<file path="src/rtl/serial_mul_ctrl_if.sv">
// rtl/serial_mul_ctrl_if.sv - handshake and operand-write bundle for serial_mul_ctrl
interface serial_mul_ctrl_if #(
  parameter int WORD_W = 32,
  parameter int PW     = 5
);
  // Touch input side and multiplier completion
  logic              in_valid;
  logic [WORD_W-1:0] in_value;
  logic              in_sel;
  logic              go;
  logic              clr;
  logic              mul_done;

  // Operand register file, multiplier start and display status
  logic              op_we;
  logic              op_sel;
  logic [PW-1:0]     op_idx;
  logic [WORD_W-1:0] op_wdata;
  logic              mul_start;
  logic              in_ready;
  logic              busy;
  logic              res_valid;
  logic              err;
  logic [PW-1:0]     cur_ptr;

  modport master (
    output in_valid, in_value, in_sel, go, clr, mul_done,
    input  op_we, op_sel, op_idx, op_wdata, mul_start,
           in_ready, busy, res_valid, err, cur_ptr
  );

  modport slave (
    input  in_valid, in_value, in_sel, go, clr, mul_done,
    output op_we, op_sel, op_idx, op_wdata, mul_start,
           in_ready, busy, res_valid, err, cur_ptr
  );
endinterface

</file>
<file path="src/rtl/serial_mul_ctrl.sv">
// rtl/serial_mul_ctrl.sv - operand loading and start/complete/timeout sequencing for the serial multiplier
module serial_mul_ctrl #(
  parameter int WORD_W      = 32,
  parameter int OP_WORDS    = 32,
  parameter int TIMEOUT_CYC = 4096,
  parameter int PW          = $clog2(OP_WORDS)
) (
  input  logic              clk_i,
  input  logic              resetn_i,
  serial_mul_ctrl_if.slave  bus
);

  localparam int CW = (TIMEOUT_CYC > 1) ? $clog2(TIMEOUT_CYC) : 1;
  localparam logic [CW-1:0] CNT_LAST = CW'(TIMEOUT_CYC - 1);
  localparam logic [PW-1:0] PTR_LAST = PW'(OP_WORDS - 1);

  typedef enum logic [2:0] {
    S_IDLE,
    S_START,
    S_WAIT,
    S_DONE,
    S_ERR
  } state_t;

  state_t            state_q;
  logic [CW-1:0]     cnt_q;
  logic              res_valid_q;
  logic              err_q;

  logic              sel_q;
  logic [PW-1:0]     ptr0_q;
  logic [PW-1:0]     ptr1_q;

  logic              op_we_q;
  logic              op_sel_q;
  logic [PW-1:0]     op_idx_q;
  logic [WORD_W-1:0] op_wdata_q;

  logic              accepting;
  logic              accept;
  logic              sel_chg;
  logic [PW-1:0]     base0;
  logic [PW-1:0]     base1;
  logic [PW-1:0]     eff_ptr;
  logic [PW-1:0]     next_ptr;

  // Pointer view after applying an operand-select change seen this cycle
  always_comb begin
    accepting = (state_q == S_IDLE) || (state_q == S_DONE) || (state_q == S_ERR);
    accept    = bus.in_valid && accepting && !bus.clr;
    sel_chg   = (bus.in_sel != sel_q);
    base0     = (sel_chg && !bus.in_sel) ? '0 : ptr0_q;
    base1     = (sel_chg &&  bus.in_sel) ? '0 : ptr1_q;
    eff_ptr   = bus.in_sel ? base1 : base0;
    next_ptr  = (eff_ptr == PTR_LAST) ? '0 : eff_ptr + 1'b1;
  end

  // Write pointers: restart on select change, advance on accepted words, zero on abort
  always_ff @(posedge clk_i or negedge resetn_i) begin
    if (!resetn_i) begin
      sel_q  <= 1'b0;
      ptr0_q <= '0;
      ptr1_q <= '0;
    end else begin
      sel_q <= bus.in_sel;
      if (bus.clr) begin
        ptr0_q <= '0;
        ptr1_q <= '0;
      end else begin
        ptr0_q <= base0;
        ptr1_q <= base1;
        if (accept) begin
          if (bus.in_sel) ptr1_q <= next_ptr;
          else            ptr0_q <= next_ptr;
        end
      end
    end
  end

  // Registered operand write port, one pulse per accepted word
  always_ff @(posedge clk_i or negedge resetn_i) begin
    if (!resetn_i) begin
      op_we_q    <= 1'b0;
      op_sel_q   <= 1'b0;
      op_idx_q   <= '0;
      op_wdata_q <= '0;
    end else begin
      op_we_q <= accept;
      if (accept) begin
        op_sel_q   <= bus.in_sel;
        op_idx_q   <= eff_ptr;
        op_wdata_q <= bus.in_value;
      end
    end
  end

  // Sequencing FSM; abort beats everything, completion beats timeout
  always_ff @(posedge clk_i or negedge resetn_i) begin
    if (!resetn_i) begin
      state_q     <= S_IDLE;
      cnt_q       <= '0;
      res_valid_q <= 1'b0;
      err_q       <= 1'b0;
    end else if (bus.clr) begin
      state_q     <= S_IDLE;
      cnt_q       <= '0;
      res_valid_q <= 1'b0;
      err_q       <= 1'b0;
    end else begin
      case (state_q)
        S_IDLE, S_DONE, S_ERR: begin
          if (bus.go) begin
            state_q     <= S_START;
            res_valid_q <= 1'b0;
            err_q       <= 1'b0;
          end else if (bus.in_valid) begin
            state_q     <= S_IDLE;
            res_valid_q <= 1'b0;
            err_q       <= 1'b0;
          end
        end
        S_START: begin
          cnt_q <= '0;
          if (bus.mul_done) begin
            state_q     <= S_DONE;
            res_valid_q <= 1'b1;
          end else begin
            state_q <= S_WAIT;
          end
        end
        S_WAIT: begin
          if (bus.mul_done) begin
            state_q     <= S_DONE;
            res_valid_q <= 1'b1;
          end else if (cnt_q == CNT_LAST) begin
            state_q <= S_ERR;
            err_q   <= 1'b1;
          end else begin
            cnt_q <= cnt_q + 1'b1;
          end
        end
        default: begin
          state_q <= S_IDLE;
        end
      endcase
    end
  end

  assign bus.op_we     = op_we_q;
  assign bus.op_sel    = op_sel_q;
  assign bus.op_idx    = op_idx_q;
  assign bus.op_wdata  = op_wdata_q;
  assign bus.mul_start = (state_q == S_START);
  assign bus.busy      = (state_q == S_START) || (state_q == S_WAIT);
  assign bus.in_ready  = accepting;
  assign bus.res_valid = res_valid_q;
  assign bus.err       = err_q;
  assign bus.cur_ptr   = eff_ptr;

endmodule

</file>
<file path="src/flat_wrapper.sv">
// flat-port wrapper written by rule: the top's interface ports become plain ports
module serial_mul_ctrl_flat 
#(
  parameter int WORD_W      = 32,
  parameter int OP_WORDS    = 32,
  parameter int TIMEOUT_CYC = 4096,
  parameter int PW          = $clog2(OP_WORDS)
)
  (clk_i, resetn_i, bus_in_valid, bus_in_value, bus_in_sel, bus_go, bus_clr, bus_mul_done, bus_op_we, bus_op_sel, bus_op_idx, bus_op_wdata, bus_mul_start, bus_in_ready, bus_busy, bus_res_valid, bus_err, bus_cur_ptr);
  serial_mul_ctrl_if #(.WORD_W(WORD_W), .PW(PW)) bus_i ();
  input  logic clk_i;
  input  logic resetn_i;
  input wire logic [$bits(bus_i.in_valid)-1:0] bus_in_valid;
  input wire logic [$bits(bus_i.in_value)-1:0] bus_in_value;
  input wire logic [$bits(bus_i.in_sel)-1:0] bus_in_sel;
  input wire logic [$bits(bus_i.go)-1:0] bus_go;
  input wire logic [$bits(bus_i.clr)-1:0] bus_clr;
  input wire logic [$bits(bus_i.mul_done)-1:0] bus_mul_done;
  output wire logic [$bits(bus_i.op_we)-1:0] bus_op_we;
  output wire logic [$bits(bus_i.op_sel)-1:0] bus_op_sel;
  output wire logic [$bits(bus_i.op_idx)-1:0] bus_op_idx;
  output wire logic [$bits(bus_i.op_wdata)-1:0] bus_op_wdata;
  output wire logic [$bits(bus_i.mul_start)-1:0] bus_mul_start;
  output wire logic [$bits(bus_i.in_ready)-1:0] bus_in_ready;
  output wire logic [$bits(bus_i.busy)-1:0] bus_busy;
  output wire logic [$bits(bus_i.res_valid)-1:0] bus_res_valid;
  output wire logic [$bits(bus_i.err)-1:0] bus_err;
  output wire logic [$bits(bus_i.cur_ptr)-1:0] bus_cur_ptr;
  assign bus_i.in_valid = bus_in_valid;
  assign bus_i.in_value = bus_in_value;
  assign bus_i.in_sel = bus_in_sel;
  assign bus_i.go = bus_go;
  assign bus_i.clr = bus_clr;
  assign bus_i.mul_done = bus_mul_done;
  assign bus_op_we = bus_i.op_we;
  assign bus_op_sel = bus_i.op_sel;
  assign bus_op_idx = bus_i.op_idx;
  assign bus_op_wdata = bus_i.op_wdata;
  assign bus_mul_start = bus_i.mul_start;
  assign bus_in_ready = bus_i.in_ready;
  assign bus_busy = bus_i.busy;
  assign bus_res_valid = bus_i.res_valid;
  assign bus_err = bus_i.err;
  assign bus_cur_ptr = bus_i.cur_ptr;
  serial_mul_ctrl #(.WORD_W(WORD_W), .OP_WORDS(OP_WORDS), .TIMEOUT_CYC(TIMEOUT_CYC), .PW(PW)) u_core (.clk_i(clk_i), .resetn_i(resetn_i), .bus(bus_i));
endmodule
</file>
<file path="config.mk">
export PLATFORM = sky130hd
export DESIGN_NAME = serial_mul_ctrl_flat
export DESIGN_NICKNAME = d
export VERILOG_FILES = /design/src/rtl/serial_mul_ctrl_if.sv /design/src/rtl/serial_mul_ctrl.sv /design/src/flat_wrapper.sv
export SDC_FILE = /design/constraint.sdc
export NUM_CORES = 1
export LEC_CHECK = 0
export CORE_ASPECT_RATIO = 1.1
export CORE_UTILIZATION = 34
export DETAILED_ROUTE_END_ITERATION = 10
export SETUP_SLACK_MARGIN = 0.5
export SYNTH_ARGS = -nofsm -noshare
export SYNTH_HDL_FRONTEND = slang
export SYNTH_SLANG_ARGS = --single-unit
</file>
<file path="constraint.sdc">
create_clock -name clk_i -period 3.54 [get_ports clk_i]
set_input_delay 0.531 -clock clk_i [delete_from_list [all_inputs] [get_ports clk_i]]
set_output_delay 0.531 -clock clk_i [all_outputs]
set_load 0.005 [all_outputs]
</file>
==> results.json <==
{
  "initial_core_util_pct": 35.54,
  "fp-row-count": 36,
  "grt_setup_unrepaired": "no",
  "p_total_w": 0.002760,
  "die_area_mm2": 0.009761,
  "routed_wl_um": 7519,
  "synth-edff-count": 0,
  "via_count": 2529,
  "cts_sinks": 67,
  "use_met2_pct": 26.04,
  "grt_max_degree": 44,
  "min_period_ns": 2.856,
  "antenna_found_initial": 0,
  "outcome": "completed",
  "nNetsFinal": 403,
  "ctsHoldBuffers": 0,
  "clock_latency_ns": 0.35,
  "synth.avg_cell_area_um2": 11.58,
  "ys_seq_area_share_pct": 52.63,
  "drt_iter0_markers": 154,
  "syn_inst": 275,
  "ys_async_sr_fraction_pct": 100.0,
  "cts.htree.levels": 3,
  "maxCapViolations": 0,
  "max_stage_delay_ns": 0.58,
  "fin_worst_skew_ns": 0.007790,
  "leakage_nw": 1.747,
  "fp.dieW_um": 94.29,
  "syn_nets": 317,
  "layout-drive-gt1-share_pct": 18.03,
  "first_pass_iters": 4,
  "setup_violations": 0,
  "post-cts-setup-buffers": 0,
  "setup-tns-final_ns": 0,
  "hold_class": "input pin to asynchronous set/reset pin",
  "path_common_cell": "clkdlybuf4s50_1",
  "critPathArrivalTime_ns": 2.33,
  "clock.fmax_ghz": 0.3501,
  "cts_resized": 0,
  "io_pins": 88,
  "dp.final_hpwl_um": 5290,
  "met3_usage_pct": 4.258,
  "vdd_drop_max_mv": 0.4734,
  "grt_pass1_wl_um": 12340,
  "ys.warnings.count": 0,
  "synth_seq_cells": 67,
  "timing.final.crit_share_pct": 80.68,
  "finalHoldViolations": 0,
  "drtAntennaViolNets": 0,
  "cp_cell_sequence": "clkdlybuf4s50_1, or3b_2, nand2_1, clkdlybuf4s50_1",
  "viasPerCell": 5.269,
  "grt_use_met1_pct": 20.88,
  "grt_overflow": 0,
  "gp_congestion": 0.8515,
  "gr-max-usage-layer": "met2",
  "holdWs_ns": 0.1406,
  "cp-end-kind": "output pin",
  "slowest_stage": "clkdlybuf4s50_1",
  "synthesis.area_mm2": 0.003186,
  "drcViolationCount": 0,
  "power.density_mw_per_mm2": 631.1,
  "worst_slew_pin_slew_ns": 1.157,
  "port_buffers": 87,
  "wl_per_cell_um": 15.66,
  "ctsRootBufferMaster": "clkbuf_8",
  "clock_path_buffers": 2,
  "cts.clk_slew.worst_paths_ns": 0.08,
  "die-height_um": 103.5,
  "drv_slew": 0,
  "grt.total_usage_pct": 16.45,
  "cts_tree": "yes",
  "core_mm2": 0.008964,
  "cts_buffers": 9,
  "required_ns": 3.01,
  "ys.flop_type": "dfrtp_1",
  "synthToLayoutAreaGrowth_pct": 37.31,
  "fillers": 847,
  "n_antenna_cell": 0,
  "grt_pass1_vias": 2409,
  "ys_types": 49,
  "worstSetupPathType": "input pin to output pin",
  "critPathLaunchType": "input pin",
  "crit_fanout": 11,
  "relSlewSlack_pct": 22.88
}
## final timing paths
path | startpoint | to | slack (ns) | depth (start not counted)
setup / recovery | bus_in_sel | bus_cur_ptr[2] | 0.68 | 4
hold / removal | resetn_i | u_core.bus.op_wdata[29] | 0.14 | 1
setup reg to reg | u_core.state_q[1] | u_core.cnt_q[9] | 1.17 | 4
hold reg to reg | u_core.bus.err | u_core.bus.err | 0.51 | 1
max in group asynchronous | resetn_i | u_core.bus.op_wdata[4] | 2.63 | 2
min in group clk_i | u_core.bus.err | u_core.bus.err | 0.51 | 1
## power by group
part / internal (W) / total [W] / switching (W)
combinational: 0.000620 / 0.000941 / 0.000321
clock: 0.000398 / 0.000709 / 0.000311
sequential: 0.000981 / 0.00111 / 0.000130
## logic make-up (layout without fill, tap and decap cells)
group | after synthesis | in the layout | synth area share [%]
AOI/OAI and AO/OA | 56 | 56 | 13.32
xor gates and xnor gates | 1 | 1 | 0.2750
adders and majority gates | 3 | 3 | 1.178
buffers and inverters | 28 | 119 | 3.849
DFF | 67 | 67 | 52.63
muxes | 38 | 38 | 13.35
and+or+nand+nor | 82 | 82 | 15.40
## critical path, delay by kind of cell
family                 cells  cell delay, ns
buffers and inverters      2            1.10
AND/OR/NAND/NOR            2            0.68
## state kept, by name, summed over array words and instances (netlist names)
register	cells
u_core.bus.res_valid	1
u_core.ptr1_q	5
u_core.sel_q	1
u_core.bus.op_wdata	32
u_core.bus.op_we	1
u_core.bus.err	1
u_core.ptr0_q	5
u_core.bus.op_sel	1
u_core.bus.op_idx	5
u_core.state_q	3
u_core.cnt_q	12
## final cells by class
| cell class | count | area, µm² | share of cell area [%] |
|---|---|---|---|
| Clock buffer | 10 | 127.6 | 2.918 |
| Clock inverter | 6 | 90.09 | 2.059 |
| Inverter | 11 | 41.29 | 0.9439 |
| Multi-Input combinational cell | 180 | 1393 | 31.84 |
| Sequential cell | 67 | 1677 | 38.33 |
| Tap cell | 114 | 142.6 | 3.261 |
| Timing Repair Buffer | 92 | 903.4 | 20.65 |
## cell usage in the layout, fill, tap and decap left out, types with 3 or more instances in the layout
cell type and instances:
clkdlybuf4s50_1 86, dfrtp_1 67, mux2_2 36, nand2_1 21, a21oi_1 13, inv_1 11, o32ai_1 10, or4_1 9
clkbuf_8 9, nand2b_1 8, o31ai_1 8, nor2_1 7, nand3_1 6, buf_4 5, o21ai_0 4, nand4_1 4
or3_1 4, nor3_1 4, and3_1 3, a211oi_1 3, and4_1 3, ha_1 3
## synth_stat cells (3+ instances only)
cell,count,share of area (%)
a211oi_1,3,0.71
and3_1,3,0.59
inv_1,11,1.3
a21oi_1,13,2.0
clkbuf_1,6,0.71
nand3_1,6,0.94
nand2_1,21,2.5
o32ai_1,10,2.7
buf_2,8,1.3
mux2_2,36,13
o31ai_1,8,1.9
or4_1,9,2.1
dfrtp_1,67,53
ha_1,3,1.2
and4_1,3,0.82
nand2b_1,8,1.6
or3_1,4,0.79
nor2_1,7,0.82
nand4_1,4,0.79
nor3_1,4,0.63
o21ai_0,4,0.63
## metal layers
| layer | part of all wire (%) | vias to the layer above |
|---|---|---|
| met5 | 0 | - |
| met4 | 2.0 | 0 |
| met3 | 4.8 | 16 |
| met2 | 50 | 75 |
| met1 | 43 | 1242 |
| li1 | - | 1196 |
## through the flow
stage	area, µm²	util, %	setup WS [ns]	instances
global route	4374	48.80	0.5706	480
finish	4374	48.80	0.6838	480
global placement	4156	46.37	0.7182	464
floorplan	3186	-	1.461	275
CTS	4374	48.80	0.6991	480
detailed placement	4156	46.37	0.7011	464
Power figures use the tool's default switching activity.
